===== config.mk =====
export PLATFORM = sky130hd
export DESIGN_NAME = dcache_miss_handler
export DESIGN_NICKNAME = d
export VERILOG_FILES = /design/src/rtl/tartaruga_pkg.sv /design/src/rtl/dcache_miss_handler.sv
export SDC_FILE = /design/constraint.sdc
export NUM_CORES = 1
export LEC_CHECK = 0
export CORE_AREA = 4 4 264 266
export CTS_CLUSTER_DIAMETER = 60
export DETAILED_ROUTE_END_ITERATION = 12
export DIE_AREA = 0 0 268 270
export RECOVER_POWER = 25
export SLEW_MARGIN = 20
export SYNTH_ARGS = -nofsm -noshare
export SYNTH_HDL_FRONTEND = slang
export SYNTH_SLANG_ARGS = --single-unit
export TNS_END_PERCENT = 50

===== constraint.sdc =====
create_clock -name clk_i -period 3.2 [get_ports clk_i]
set_input_delay 0.32 -clock clk_i [delete_from_list [all_inputs] [get_ports clk_i]]
set_output_delay 0.32 -clock clk_i [all_outputs]
set_load 0.05 [all_outputs]

===== src/rtl/tartaruga_pkg.sv =====
// Shared bus and cache-line types for the tartaruga memory subsystem.
package tartaruga_pkg;

  typedef logic [31:0]  bus32_t;
  typedef logic [127:0] line_t;

  localparam int unsigned LINE_OFFSET_W = 4;

endpackage


===== src/rtl/dcache_miss_handler.sv =====
// Data-cache line-miss initiator: optional dirty-victim writeback, then a refill
// read, then a hand-off of the refill line to the cache.
module dcache_miss_handler
  import tartaruga_pkg::*;
#(
  parameter int unsigned TIMEOUT_CYC = 64
) (
  input  logic   clk_i,
  input  logic   rst_i,
  input  logic   miss_valid_i,
  output logic   miss_ready_o,
  input  bus32_t miss_addr_i,
  input  logic   miss_dirty_i,
  input  bus32_t victim_addr_i,
  input  line_t  victim_data_i,
  output logic   fill_valid_o,
  input  logic   fill_ready_i,
  output bus32_t fill_addr_o,
  output line_t  fill_data_o,
  output logic   mem_req_valid_o,
  input  logic   mem_req_ready_i,
  output bus32_t mem_addr_o,
  output logic   mem_we_o,
  output line_t  mem_data_wr_o,
  input  logic   mem_rsp_valid_i,
  output logic   mem_rsp_ready_o,
  input  bus32_t mem_rsp_addr_i,
  input  line_t  mem_data_line_i,
  output logic   busy_o,
  output logic   err_o
);

  typedef enum logic [2:0] {
    S_IDLE,
    S_WB_REQ,
    S_WB_RSP,
    S_RF_REQ,
    S_RF_RSP,
    S_FILL,
    S_ERR
  } state_e;

  localparam int unsigned TW = (TIMEOUT_CYC > 0) ? $clog2(TIMEOUT_CYC + 1) : 1;

  state_e          state_q;
  bus32_t          miss_addr_q;
  bus32_t          victim_addr_q;
  line_t           victim_data_q;
  line_t           fill_data_q;
  logic [TW-1:0]   timer_q;

  logic            timeout_hit;
  logic            rsp_hs;
  logic            rsp_match_victim;
  logic            rsp_match_miss;
  logic            unused_addr_bits;

  // The timer value seen here is the count before this cycle's increment, so the
  // hit fires on the cycle the count would reach TIMEOUT_CYC.
  assign timeout_hit      = (TIMEOUT_CYC != 0) && (timer_q == TW'(TIMEOUT_CYC - 1));
  assign rsp_hs           = mem_rsp_valid_i && mem_rsp_ready_o;
  assign rsp_match_victim = mem_rsp_addr_i[31:LINE_OFFSET_W] == victim_addr_q[31:LINE_OFFSET_W];
  assign rsp_match_miss   = mem_rsp_addr_i[31:LINE_OFFSET_W] == miss_addr_q[31:LINE_OFFSET_W];
  assign unused_addr_bits = ^{mem_rsp_addr_i[LINE_OFFSET_W-1:0],
                              miss_addr_i[LINE_OFFSET_W-1:0],
                              victim_addr_i[LINE_OFFSET_W-1:0]};

  always_ff @(posedge clk_i) begin
    if (rst_i) begin
      state_q       <= S_IDLE;
      miss_addr_q   <= '0;
      victim_addr_q <= '0;
      victim_data_q <= '0;
      fill_data_q   <= '0;
      timer_q       <= '0;
    end else begin
      case (state_q)
        S_IDLE: begin
          if (miss_valid_i) begin
            miss_addr_q   <= {miss_addr_i[31:LINE_OFFSET_W], {LINE_OFFSET_W{1'b0}}};
            victim_addr_q <= {victim_addr_i[31:LINE_OFFSET_W], {LINE_OFFSET_W{1'b0}}};
            victim_data_q <= victim_data_i;
            state_q       <= miss_dirty_i ? S_WB_REQ : S_RF_REQ;
          end
        end
        S_WB_REQ: begin
          if (mem_req_ready_i) begin
            state_q <= S_WB_RSP;
            timer_q <= '0;
          end
        end
        S_WB_RSP: begin
          if (rsp_hs) begin
            state_q <= rsp_match_victim ? S_RF_REQ : S_ERR;
          end else if (timeout_hit) begin
            state_q <= S_ERR;
          end else begin
            timer_q <= timer_q + TW'(1);
          end
        end
        S_RF_REQ: begin
          if (mem_req_ready_i) begin
            state_q <= S_RF_RSP;
            timer_q <= '0;
          end
        end
        S_RF_RSP: begin
          if (rsp_hs) begin
            if (rsp_match_miss) begin
              fill_data_q <= mem_data_line_i;
              state_q     <= S_FILL;
            end else begin
              state_q <= S_ERR;
            end
          end else if (timeout_hit) begin
            state_q <= S_ERR;
          end else begin
            timer_q <= timer_q + TW'(1);
          end
        end
        S_FILL: begin
          if (fill_ready_i) state_q <= S_IDLE;
        end
        S_ERR:   state_q <= S_ERR;
        default: state_q <= S_IDLE;
      endcase
    end
  end

  assign miss_ready_o    = (state_q == S_IDLE);
  assign busy_o          = (state_q != S_IDLE);
  assign err_o           = (state_q == S_ERR);
  assign mem_req_valid_o = (state_q == S_WB_REQ) || (state_q == S_RF_REQ);
  assign mem_we_o        = (state_q == S_WB_REQ);
  assign mem_addr_o      = (state_q == S_WB_REQ) ? victim_addr_q :
                           (state_q == S_RF_REQ) ? miss_addr_q   : '0;
  assign mem_data_wr_o   = (state_q == S_WB_REQ) ? victim_data_q : '0;
  assign mem_rsp_ready_o = (state_q == S_WB_RSP) || (state_q == S_RF_RSP);
  assign fill_valid_o    = (state_q == S_FILL);
  assign fill_addr_o     = miss_addr_q;
  assign fill_data_o     = fill_data_q;

endmodule


==> results.md, run 1 <==
Timing:
- The headroom to the max-slew limit is -1.41%.
- The slew of the pin with the lowest slew margin is 1.52 ns.
- The smallest clock period supported by the final layout is computed as 2.83 ns.
- After layout, the worst setup slack is 0.372 ns.
- Setup violations remaining at the end of the flow were counted as 0.
- Setup repair after global routing left no endpoint under its margin.
- The count of final max-slew check failures is 25.
- The hold slack is 0.246 ns.
- The setup clock skew after layout is 0.0189 ns.
- The share of the clock period used by the worst path is 88.4%.
- The final count of hold timing violations came to 0.
- The final sum of negative setup slack is 0 ns.
- For this run, the top clock speed supported by timing is 354 MHz.

Worst hold path:
- The number of cells on the worst hold path is 2.
- The worst hold-check path type is primary input to register.

Finish:
- After filler insertion, the fill cell instance count of the layout stands at 6951.
- The core occupancy in the finished layout is 36.1%.
- Across the whole layout, storage elements account for 6450 um^2.
- The finished layout holds 3257 standard cells, fillers aside.
- After the last flow step, the layout net total stands at 2708.
- In the final layout, the multi-input gates occupy 6710 um^2.
- Relative to the synthesized area, the layout overhead comes to 73.3%.
- Cells with a size suffix above 1 make up 11.6% of the layout.
- The finished cells cover 24200 um^2.

Status:
- The final reports fail on capacitance limit, slew limit.
- The flow ran to the end, but the final reports show violations.

Placed design:
- Timing analysis after detailed placement gives a worst setup slack of 0.564 ns.
- Counting tap cells, the placed design contains a total of 3176 instances.
- The placed instances occupy a cell area of 22800 um^2.
- Port buffering added 665 buffers.
- The post-detailed-placement half-perimeter wirelength is 42.6 mm.
- The final weighted congestion in routability-driven placement is 0.844.

Synthesis:
- The share of async-settable or async-resettable flops after synthesis is 0%.
- The most frequently used flop master after synthesis is sky130_fd_sc_hd__dfxtp_1.
- The synthesized flop and latch total is 322.
- In this run the cell area of the synthesized design comes to 14000 um^2.
- By count the netlist is led by 372 x sky130_fd_sc_hd__nand2_1, 322 x sky130_fd_sc_hd__dfxtp_1, 318 x sky130_fd_sc_hd__a21oi_1.
- The mean post-synth cell area is 7.88 um^2.
- Counting every instance in the synthesized netlist gives 1774.
- The most numerous cell in the Yosys netlist is sky130_fd_sc_hd__nand2_1.
- The leading area contributor after synthesis is sky130_fd_sc_hd__dfxtp_1.
- The Yosys step of the flow raised 0 warnings.
- The area share of the largest cell type after synthesis is 46.1%.
- After synthesis, the cell types taking the most area are sky130_fd_sc_hd__dfxtp_1 46%, sky130_fd_sc_hd__a21oi_1 11%, sky130_fd_sc_hd__nand2_1 10%.
- In this run, synthesis inferred 0 flip-flops with an integrated enable.
- The sequential share of the synthesized area is 46.1%.
- The synthesized netlist contains 44 unique library cells.

Route:
- For this run, design rule violations remaining after detail routing come to 0.
- The detailed router placed 14600 vias in this run.
- Dividing the detail-routed wire length by the instance count gives 18.2 um.
- The first detailed-routing pass took 6 iterations.
- The detailed router's first-iteration violation count is 1048.
- The detailed-route wire length is 59.3 mm.
- Using the TritonRoute via totals, the vias-per-cell ratio works out to 4.47.
- The detail route stage leaves a number of antenna-violating nets equal to 0.

Setup path:
- The worst register-to-register path ends at fill_addr_o[9]$_SDFFE_PP0P_.
- The startpoint of the most critical register-to-register path is state_q[1]$_SDFFE_PP0P_.
- Setup slack on the worst reg-to-reg path comes out at 0.40 ns.
- For the worst setup path, the data required time is 2.88 ns.
- The worst setup path startpoint is state_q[1]$_SDFFE_PP0P_.
- The end point of the critical path is mem_data_wr_o[15].
- The setup path with the least slack is of type register to output pin.
- The kind of end point of the critical path is an output pin.
- The kind of launch point of the worst setup path is a register.
- For the worst flop-to-flop path, the logic depth is 6.
- In this run the worst path has a maximum fanout of 39.
- Data on the critical path arrives at its endpoint at 2.51 ns.

Clocking:
- TritonCTS built the clock tree.
- In this run the post-CTS setup repair buffer count came out at 0.
- CTS built an H-tree with a depth of 2.
- The number of buffers created by CTS is 43.
- Clock tree synthesis found a total of 322 sinks.
- No sink is reached through more buffers than the 3 on the longest clock path.
- The clock reaches the later pin of the worst-skew pair after 0.55 ns.
- The number of gates resized after CTS was 0.
- Clock-pin slew was measured on the worst setup and hold paths at 0.06 ns.
- The clock root buffer is sky130_fd_sc_hd__clkbuf_16.
- Buffers inserted to repair hold after CTS numbered 0.

Global routing:
- The via count of the first global-routing pass is 14000.
- The met2 usage in global routing is 25.8%.
- The first global-routing pass estimated 88.1 mm of wire.
- Entering global routing, the biggest net connects 131 pins.
- The most congested layer reported by global routing is met2.
- The combined global-route utilization of all metal layers is 15.4%.
- The remaining global-route overflow is 0.
- The initial antenna violation count came to 3.
- In the global route stage, met1 resource usage came out at 18.6%.
- The met3 routing resource usage after global routing is 5.24%.

Floorplan:
- The core area is 67000 um^2.
- The floorplan step set the die width to 268 um.
- The floorplan row count is 95.
- During I/O placement, the number of pins put on the boundary was 686.
- Once the floorplan was initialized, standard cells occupied 20.8% of the core.
- The floorplan step defined a die boundary enclosing 72400 um^2.
- The vertical die dimension is 270 um.

Pwr:
- In this run the static leakage power is 8.98 nW.
- The highest ir drop seen on vdd is 450 uV.
- The power per standard cell area is 624 nW/um^2.
- The post-layout total power is 15.1 mW.

Job:
- Across the run, the number of max-cap violations was 1.
-- worst min path at each step --
stage,from,endpoint,slack (ns)
2_1_floorplan,timer_q[6]$_SDFFE_PP0P_,timer_q[6]$_SDFFE_PP0P_,0.41
5_1_grt,rst_i,fill_addr_o[14]$_SDFFE_PP0P_,0.24
3_3_place_gp,timer_q[6]$_SDFFE_PP0P_,timer_q[6]$_SDFFE_PP0P_,0.42
4_1_cts,rst_i,fill_addr_o[13]$_SDFFE_PP0P_,0.23
3_5_place_dp,timer_q[6]$_SDFFE_PP0P_,timer_q[6]$_SDFFE_PP0P_,0.43
6_report,rst_i,fill_addr_o[14]$_SDFFE_PP0P_,0.25
-- registers in the layout, indices dropped and copies added, names as in the netlist --
signal         count
victim_data_q    128
state_q            3
victim_addr_q     28
fill_addr_o       28
fill_data_o      128
timer_q            7
-- cell usage in the layout, fill, tap and decap left out, types with 2 or more instances in the layout --
master,netlist,final
sky130_fd_sc_hd__nor3_1,2,2
sky130_fd_sc_hd__clkdlybuf4s50_1,0,375
sky130_fd_sc_hd__and2_1,129,129
sky130_fd_sc_hd__nand2_1,372,372
sky130_fd_sc_hd__a21o_1,2,2
sky130_fd_sc_hd__inv_6,0,4
sky130_fd_sc_hd__clkbuf_1,112,9
sky130_fd_sc_hd__a21oi_1,318,318
sky130_fd_sc_hd__and3_1,3,3
sky130_fd_sc_hd__nor4_2,2,2
sky130_fd_sc_hd__and4_1,3,2
sky130_fd_sc_hd__xnor2_1,31,31
sky130_fd_sc_hd__xor2_1,31,31
sky130_fd_sc_hd__clkbuf_8,0,10
sky130_fd_sc_hd__clkbuf_16,0,45
sky130_fd_sc_hd__nor4_1,7,7
sky130_fd_sc_hd__o22ai_1,2,2
sky130_fd_sc_hd__nand4_1,139,139
sky130_fd_sc_hd__nor2_1,44,43
sky130_fd_sc_hd__buf_12,0,157
sky130_fd_sc_hd__mux2i_1,29,29
sky130_fd_sc_hd__dfxtp_1,322,321
sky130_fd_sc_hd__nor2b_1,4,4
sky130_fd_sc_hd__nand3_1,3,3
sky130_fd_sc_hd__clkinv_2,0,9
sky130_fd_sc_hd__o21ai_1,120,120
sky130_fd_sc_hd__o21ai_0,8,8
sky130_fd_sc_hd__inv_1,4,4
sky130_fd_sc_hd__dlygate4sd3_1,0,131
sky130_fd_sc_hd__diode_2,0,4
sky130_fd_sc_hd__bufinv_16,0,2
sky130_fd_sc_hd__conb_1,1,8
sky130_fd_sc_hd__clkinvlp_4,0,2
sky130_fd_sc_hd__buf_4,10,32
sky130_fd_sc_hd__inv_8,0,2
-- worst max-delay path, cell delays in order, from the launching register on --
cell and delay, ns:
sky130_fd_sc_hd__dfxtp_2 0.45, sky130_fd_sc_hd__nor2_4 0.62, sky130_fd_sc_hd__buf_4 0.42, sky130_fd_sc_hd__and2_1 0.26, sky130_fd_sc_hd__buf_12 0.16
-- per-layer routing --
metal,up-vias,wire [um]
met2,502,28300
met4,0,1650
li1,7186,-
met5,-,0
met1,6778,24200
met3,85,5130
-- kinds of logic after synthesis --
family                     count (synthesis)  synth area share (%)
AOI/OAI and AO/OA                        458                  16.8
xor gates and xnor gates                  62                  3.89
adders and majority gates                  1                0.0895
buffers and inverters                    185                  6.17
DFF                                      322                  46.1
muxes                                     29                  2.08
other                                      1                0.0268
and+or+nand+nor                          716                  24.8
-- area by class of cell --
type                            count  share of cell area [%]
Antenna cell                        4                  0.0413
Clock buffer                       58                    5.26
Clock inverter                     19                   0.734
Inverter                            4                  0.0620
Multi-Input combinational cell   1274                    27.7
Sequential cell                   322                    26.6
Tap cell                          873                    4.51
Timing Repair Buffer              703                    35.1
-- power breakdown --
| part | switching (mW) | internal, mW | leakage [nW] |
|---|---|---|---|
| logic | 3.24 | 2.00 | 5.64 |
| registers | 0.410 | 4.56 | 2.62 |
| clock network | 1.93 | 2.97 | 0.724 |
(Power assumes the default switching activity.)
==> run 2: changes to the inputs <==
--- a/config.mk
+++ b/config.mk
@@ -11,5 +11,5 @@
 export DIE_AREA = 0 0 268 270
 export RECOVER_POWER = 25
-export SLEW_MARGIN = 20
+export SLEW_MARGIN = 5
 export SYNTH_ARGS = -nofsm -noshare
 export SYNTH_HDL_FRONTEND = slang
==> constraint.sdc (replaced) <==
create_clock -name clk_i -period 3 [get_ports clk_i]
set_input_delay 0.6 -clock clk_i [delete_from_list [all_inputs] [get_ports clk_i]]
set_output_delay 0.6 -clock clk_i [all_outputs]
set_load 0.05 [all_outputs]
==> run 2 against run 1 <==
- clock skew about the same
- clock power grew 1%
- sequential share of layout area shrank 0.50 points
- the run now ends clean
- largest power group unchanged
- cell count grew 0.74%
- utilization increased by 0.70 points
==> results.md, run 2 (synthesized netlist as in run 1, its figures left out) <==
Clocking:
- The TritonCTS sink count was 322 (unchanged).
- The number of buffers created by CTS came to 43 (unchanged).
- The H-tree level count is 2 (unchanged).
- The clock root buffer is sky130_fd_sc_hd__clkbuf_16.
- The buffers inserted during post-CTS setup optimization was 0 (unchanged).
- TritonCTS built the clock tree.
- The maximum buffer depth of the clock tree is 3 (unchanged).
- The clock latency of the later-clocked register in the worst-skew pair is 0.55 ns (about the same).
- The clock edge transition at the registers on the reported setup and hold paths was 0.05 ns (about the same).
- The count of hold buffers inserted by post-cts repair was 0 (unchanged).

Route:
- The detailed router's first-iteration violation count is 886 (-15%).
- The DRC violation count after routing is 0 (unchanged).
- The mean routed wirelength per cell is 18.2 um (+0.30%).
- The number of nets with antenna violations after routing is 0 (unchanged).
- The detailed-route wire length is 59.9 mm (+1.0%).
- The vias per cell is 4.49 (+0.53%).
- The via count of the routed design came to 14700 (+1.3%).
- The first-pass iteration count of the detailed router is 4 (-2).

Setup path:
- The kind of end point of the critical path is an output pin.
- The maximum fanout along the worst path is 15 (-62%).
- The delay of the slowest cell on the worst path came to 0.71 ns (+0.09 ns).
- The start-to-end type of the worst setup path is register to output pin.
- The worst setup path is launched from a register.
- The count of buffering cells on the critical path with inverters included is 2 (unchanged).
- The required time of the critical path was 2.40 ns (-0.48 ns).
- Traced cell by cell, the critical path runs through nor3_2, inv_1, clkdlybuf4s50_1.
- The data arrival time at the worst-slack endpoint is 2.11 ns (-0.40 ns).
- The slowest stage of the critical path is the sky130_fd_sc_hd__clkdlybuf4s50_1 cell.
- The kind of cell adding the most delay to the critical path is buffers and inverters.

Finish:
- The share of layout cells above drive strength 1 was 12.5% (+0.91 points).
- The area taken by flip-flops and latches was 6450 um^2 (about the same).
- The area occupied by multi-input gates is 6700 um^2 (-0.15%).
- The final net count came to 2739 (+1.1%).
- The post-synthesis to final-layout area growth is 76.7%.
- The most common cell after layout, fill and taps aside is sky130_fd_sc_hd__clkdlybuf4s50_1.
- In the layout the commonest cells are 504 x sky130_fd_sc_hd__clkdlybuf4s50_1, 371 x sky130_fd_sc_hd__nand2_1, 319 x sky130_fd_sc_hd__dfxtp_1.
- The layout filler cell count is 6806 (-2.1%).

Timing:
- The headroom to the max-slew limit was 12.3% (+14 points).
- The final number of setup-violating endpoints is 0 (unchanged).
- The slew of the pin with the lowest slew margin came to 1.31 ns (-0.205 ns).
- Dividing the final minimum period by the clock period gives 90.3%.
- The fmax is 369 MHz.
- The count of final max-slew check failures was 0 (-100%).
- The setup clock skew after layout was 0.0189 ns (+0.0000503 ns).
- The final sum of negative setup slack is 0 ns (unchanged).
- Setup repair after global routing left no endpoint under its margin.
- The minimum clock period is 2.71 ns.
- The final count of hold timing violations is 0 (unchanged).
- The hold slack is 0.433 ns (+0.187 ns).

Global routing:
- The maximum number of pins on one net before global-route repair is 131 (unchanged).
- The initial antenna violation count is 6 (+3).
- The via count of the first global-routing pass was 14300 (+2.1%).
- The combined global-route utilization of all metal layers is 15.6% (+0.20 points).
- The global-route wire length before repair is 88.8 mm (+0.85%).
- The remaining global-route overflow came to 0 (unchanged).

Floorplan:
- The overall die area is 72400 um^2 (unchanged).
- The core area is 67000 um^2 (unchanged).
- The die span in x was 268 um (unchanged).
- The floorplan row count is 95 (unchanged).
- The number of primary I/O pins was 686 (unchanged).
- The vertical die dimension came to 270 um (unchanged).
- The starting utilization of the core area is 20.8% (unchanged).

Placed design:
- The final weighted congestion in routability-driven placement is 0.835 (-1.1%).
- The post-detailed-placement half-perimeter wirelength is 43.9 mm (+3.0%).
- The number of buffer cells added on primary ports is 665 (unchanged).

Pwr:
- The leakage power summed over all cells is 8.72 nW (-2.9%).
- The highest ir drop seen on vdd was 483 uV (+7.2%).
- The power per standard cell area is 646 nW/um^2 (+3.5%).

Status:
- The run finished with clean final reports.

Job:
- The number of maximum-capacitance constraint violations is 0 (-1).

Worst hold path:
- The tightest min-delay check is of the register to register type.
==> run 2: cell count changes in the layout (fill, tap and decap cells not counted), sizes merged <==
cell | before | now
buf | 190 | 227
clkbuf | 65 | 66
clkinvlp | 2 | 0
clkdlybuf4s50 | 375 | 504
dlygate4sd3 | 131 | 0
dlygate4sd2 | 0 | 1
diode | 4 | 2
bufinv | 2 | 1
clkinv | 9 | 5
inv | 10 | 6
==> run 2: where the power goes <==
group | switching (mW) | leakage, nW | internal [mW] | total [mW]
registers | 0.455 | 2.62 | 4.87 | 5.33
clock network | 1.97 | 0.664 | 2.99 | 4.96
logic | 3.45 | 5.44 | 2.21 | 5.66
==> run 2: tightest hold or removal path, stage by stage, from the launching register on <==
cell and delay [ns]:
sky130_fd_sc_hd__dfxtp_1 0.31, sky130_fd_sc_hd__inv_1 0.05, sky130_fd_sc_hd__a311oi_1 0.03
==> run 2: final timing paths <==
kind	from	to	slack (ns)	depth (start not counted)
setup / recovery	state_q[2]$_SDFFE_PP0P_	busy_o	0.29	3
hold / removal	timer_q[6]$_SDFFE_PP0P_	timer_q[6]$_SDFFE_PP0P_	0.43	2
setup reg to reg	state_q[2]$_SDFFE_PP0P_	victim_data_q[110]$_SDFFE_PP0P_	0.37	5
hold reg to reg	timer_q[6]$_SDFFE_PP0P_	timer_q[6]$_SDFFE_PP0P_	0.43	2
==> run 2: repair_timing <==
action	in CTS	in global routing
gates resized for setup	1	2
endpoints found under the setup margin	1	2
gates cloned	0	0
==> run 2: layout make-up <==
class	count	area share (%)
Timing Repair Buffer	734	36.8
Clock inverter	8	0.334
Sequential cell	322	26.1
Tap cell	873	4.42
Antenna cell	2	0.0203
Inverter	4	0.0608
Clock buffer	64	5.13
Multi-Input combinational cell	1274	27.1
==> run 2: through the flow <==
stage               power, mW  area, um^2  worst slack [ns]  std cells  util [%]
CTS                      16.2       24700            0.0560       3279      36.9
global route             16.8       24700             0.102       3281      36.8
floorplan                8.58       14000             0.572       1781         -
global placement         11.1       23400            0.0731       3207      34.8
finish                   16.0       24700             0.292       3281      36.8
detailed placement       11.2       23400            0.0555       3207      34.8
==> run 2: metal layers <==
layer  vias to the layer above  wire length [um]  global-route usage (%)  part of all wire [%]
li1                       7247                 -                       -                     -
met1                      6840             24200                    18.6                    40
met2                       530             28200                    26.0                    47
met3                       113              5330                    5.34                   8.9
met4                         6              2150                    5.85                   3.6
met5                         -                34                       0                 0.057
==> variant: new RTL, settings of run 1 <==
The package constant `LINE_OFFSET_W` goes from 4 to 6.
--- a/src/rtl/tartaruga_pkg.sv
+++ b/src/rtl/tartaruga_pkg.sv
@@ -4,7 +4,7 @@
   typedef logic [31:0]  bus32_t;
   typedef logic [127:0] line_t;
 
-  localparam int unsigned LINE_OFFSET_W = 4;
+  localparam int unsigned LINE_OFFSET_W = 6;
 
 endpackage
 
Behaviour: not the same (Yosys sat finds a counterexample within 4 cycles, from zero or initial values and one cycle with rst_i high).
==> variant against run 1 <==
- sequential cell count fell by 4
- area after synthesis shrank 3.6%
- power fell by 8.3%
- final area fell by 3.4%
- count of clock-buffer cells in the layout grew 4
- global-route usage decreased by 1.1 points
- wire length shrank 6.4%
- worst setup slack worse by 160 ps
- cell count decreased by 1.2%
- critical endpoint is now mem_data_wr_o[10]
- largest cell class unchanged
==> variant: results (changes against run 1) <==
The total wire length came out at 55440 um (-6.4%). The number of diodes came out at 3 (-1). The slack of the worst reg-to-reg path came out at 360 ps (-40 ps). The critical-path maximum fanout came to 121 (+210%). The largest stage delay on the critical path came to 860 ps (+240 ps). The sequential cell area share is 27.21% (+0.59 points).

The number of instances in the synthesized netlist was 1732 (-2.4%). The worst hold path endpoint is victim_data_q[38]$_SDFFE_PP0P_. The via count of the first global-routing pass came to 13580 (-3.1%).

The multi-input combinational gate total came out at 1255 (-1.5%). The number of clock-tree buffers in the layout is 62 (+6.9%). The count of H-tree levels built during CTS came out at 2 (unchanged). The kind of cell with the highest combined delay along the critical path is flip-flops. The pre-CTS worst setup slack was 429.5 ps (-134.5 ps). The count of placed standard cells including taps is 3143 (-1.0%). The fraction of layout cells with a size suffix above 1 came to 10.34% (-1.3 points).

The non-clock buffer instance count of the final layout is 693 (-1.4%). The commonest cells after synthesis are 362 x nand2_1, 318 x dfxtp_1, 314 x a21oi_1. The clock skew is 25.06 ps (+6.171 ps). The flow ran to the end, and the final reports show no timing, DRC or antenna violations. The met2 wire length came out at 27660 um (-2.1%).

In this run the critical register-to-register path is captured at victim_data_q[4]$_SDFFE_PP0P_. The power dissipated in combinational cells came out at 4.58 mW (-13%). The iteration-0 DRC count of the detailed router is 878 (-16%).

The remaining max-slew budget at the tightest pin came to 20.27% (+22 points). The final worst slack came to 208.1 ps (-164.1 ps). The post-detailed-placement half-perimeter wirelength is 40170 um (-5.8%). The power in sequential cells was 4.91 mW (-1%). The number of cells in the finished layout apart from fillers is 3217 (-1.2%).

The internal power consumption is 8.879 mW (-6.9%). The global-route total usage across every layer is 14.33% (-1.1 points). The number of fill cells came to 6945 (-0.086%). The number of clock buffers inserted by TritonCTS is 40 (-7.0%).

The number of iterations in the first detailed-routing pass is 4 (-2). The worst voltage drop across the vdd grid was 427.7 uV (-5.1%). The multi-input logic area came out at 6406 um^2 (-4.6%). The critical path ends at mem_data_wr_o[10].

The data arrival time of the critical path is 2670 ps (+160 ps). The leakage power of the design is 8.730 nW (-2.8%). The post-route worst hold slack is 235.1 ps (-10.90 ps). By area the synthesized netlist is led by dfxtp_1 47%, a21oi_1 12%, nand2_1 10%, and2_1 6.0%, o21ai_0 4.9%.

The final estimated routing congestion in global placement is 0.8631 (+2.3%). The power density over the cells is 592.7 nW/um^2 (-5.1%). The wire length of the first global-routing pass came out at 81850 um (-7.1%).

The share of the yosys chip area belonging to registers is 47.25% (+1.1 points). The average vias per placed instance is 4.353 (-2.6%). The met3 wire length came out at 4316 um (-16%).

The flip-flop and latch count after synthesis came out at 318 (-1.2%). The fraction of area in non-clock buffers is 35.31% (+0.26 points). The clock distribution area overhead in the final layout came to 5.346% (-0.65 points).
[variant: cell types whose count changed after synthesis, moves of 5 or more]
cell,run 1,this run
buf_1,10,2
buf_6,11,1
nand2_1,372,362
nand3_1,3,131
nand4_1,139,9
o21ai_0,8,133
o21ai_1,120,1
xor2_1,31,26
[variant: cells by family after synthesis]
| family | after synthesis | share of synthesized area, % |
|---|---|---|
| simple gates | 698 | 23.87 |
| compound gates | 460 | 17.46 |
| flops | 318 | 47.25 |
| buf+inv | 170 | 5.590 |
| xor+xnor | 57 | 3.705 |
| mux | 27 | 2.006 |
| fa+ha+maj | 1 | 0.09284 |
| other cells | 1 | 0.02783 |
[variant: routing by layer]
metal  GRT usage (%)  vias up
li1                -     6941
met1           16.08     6491
met2           25.54      476
met3           4.254       96
met4           5.269        0
met5               0        -
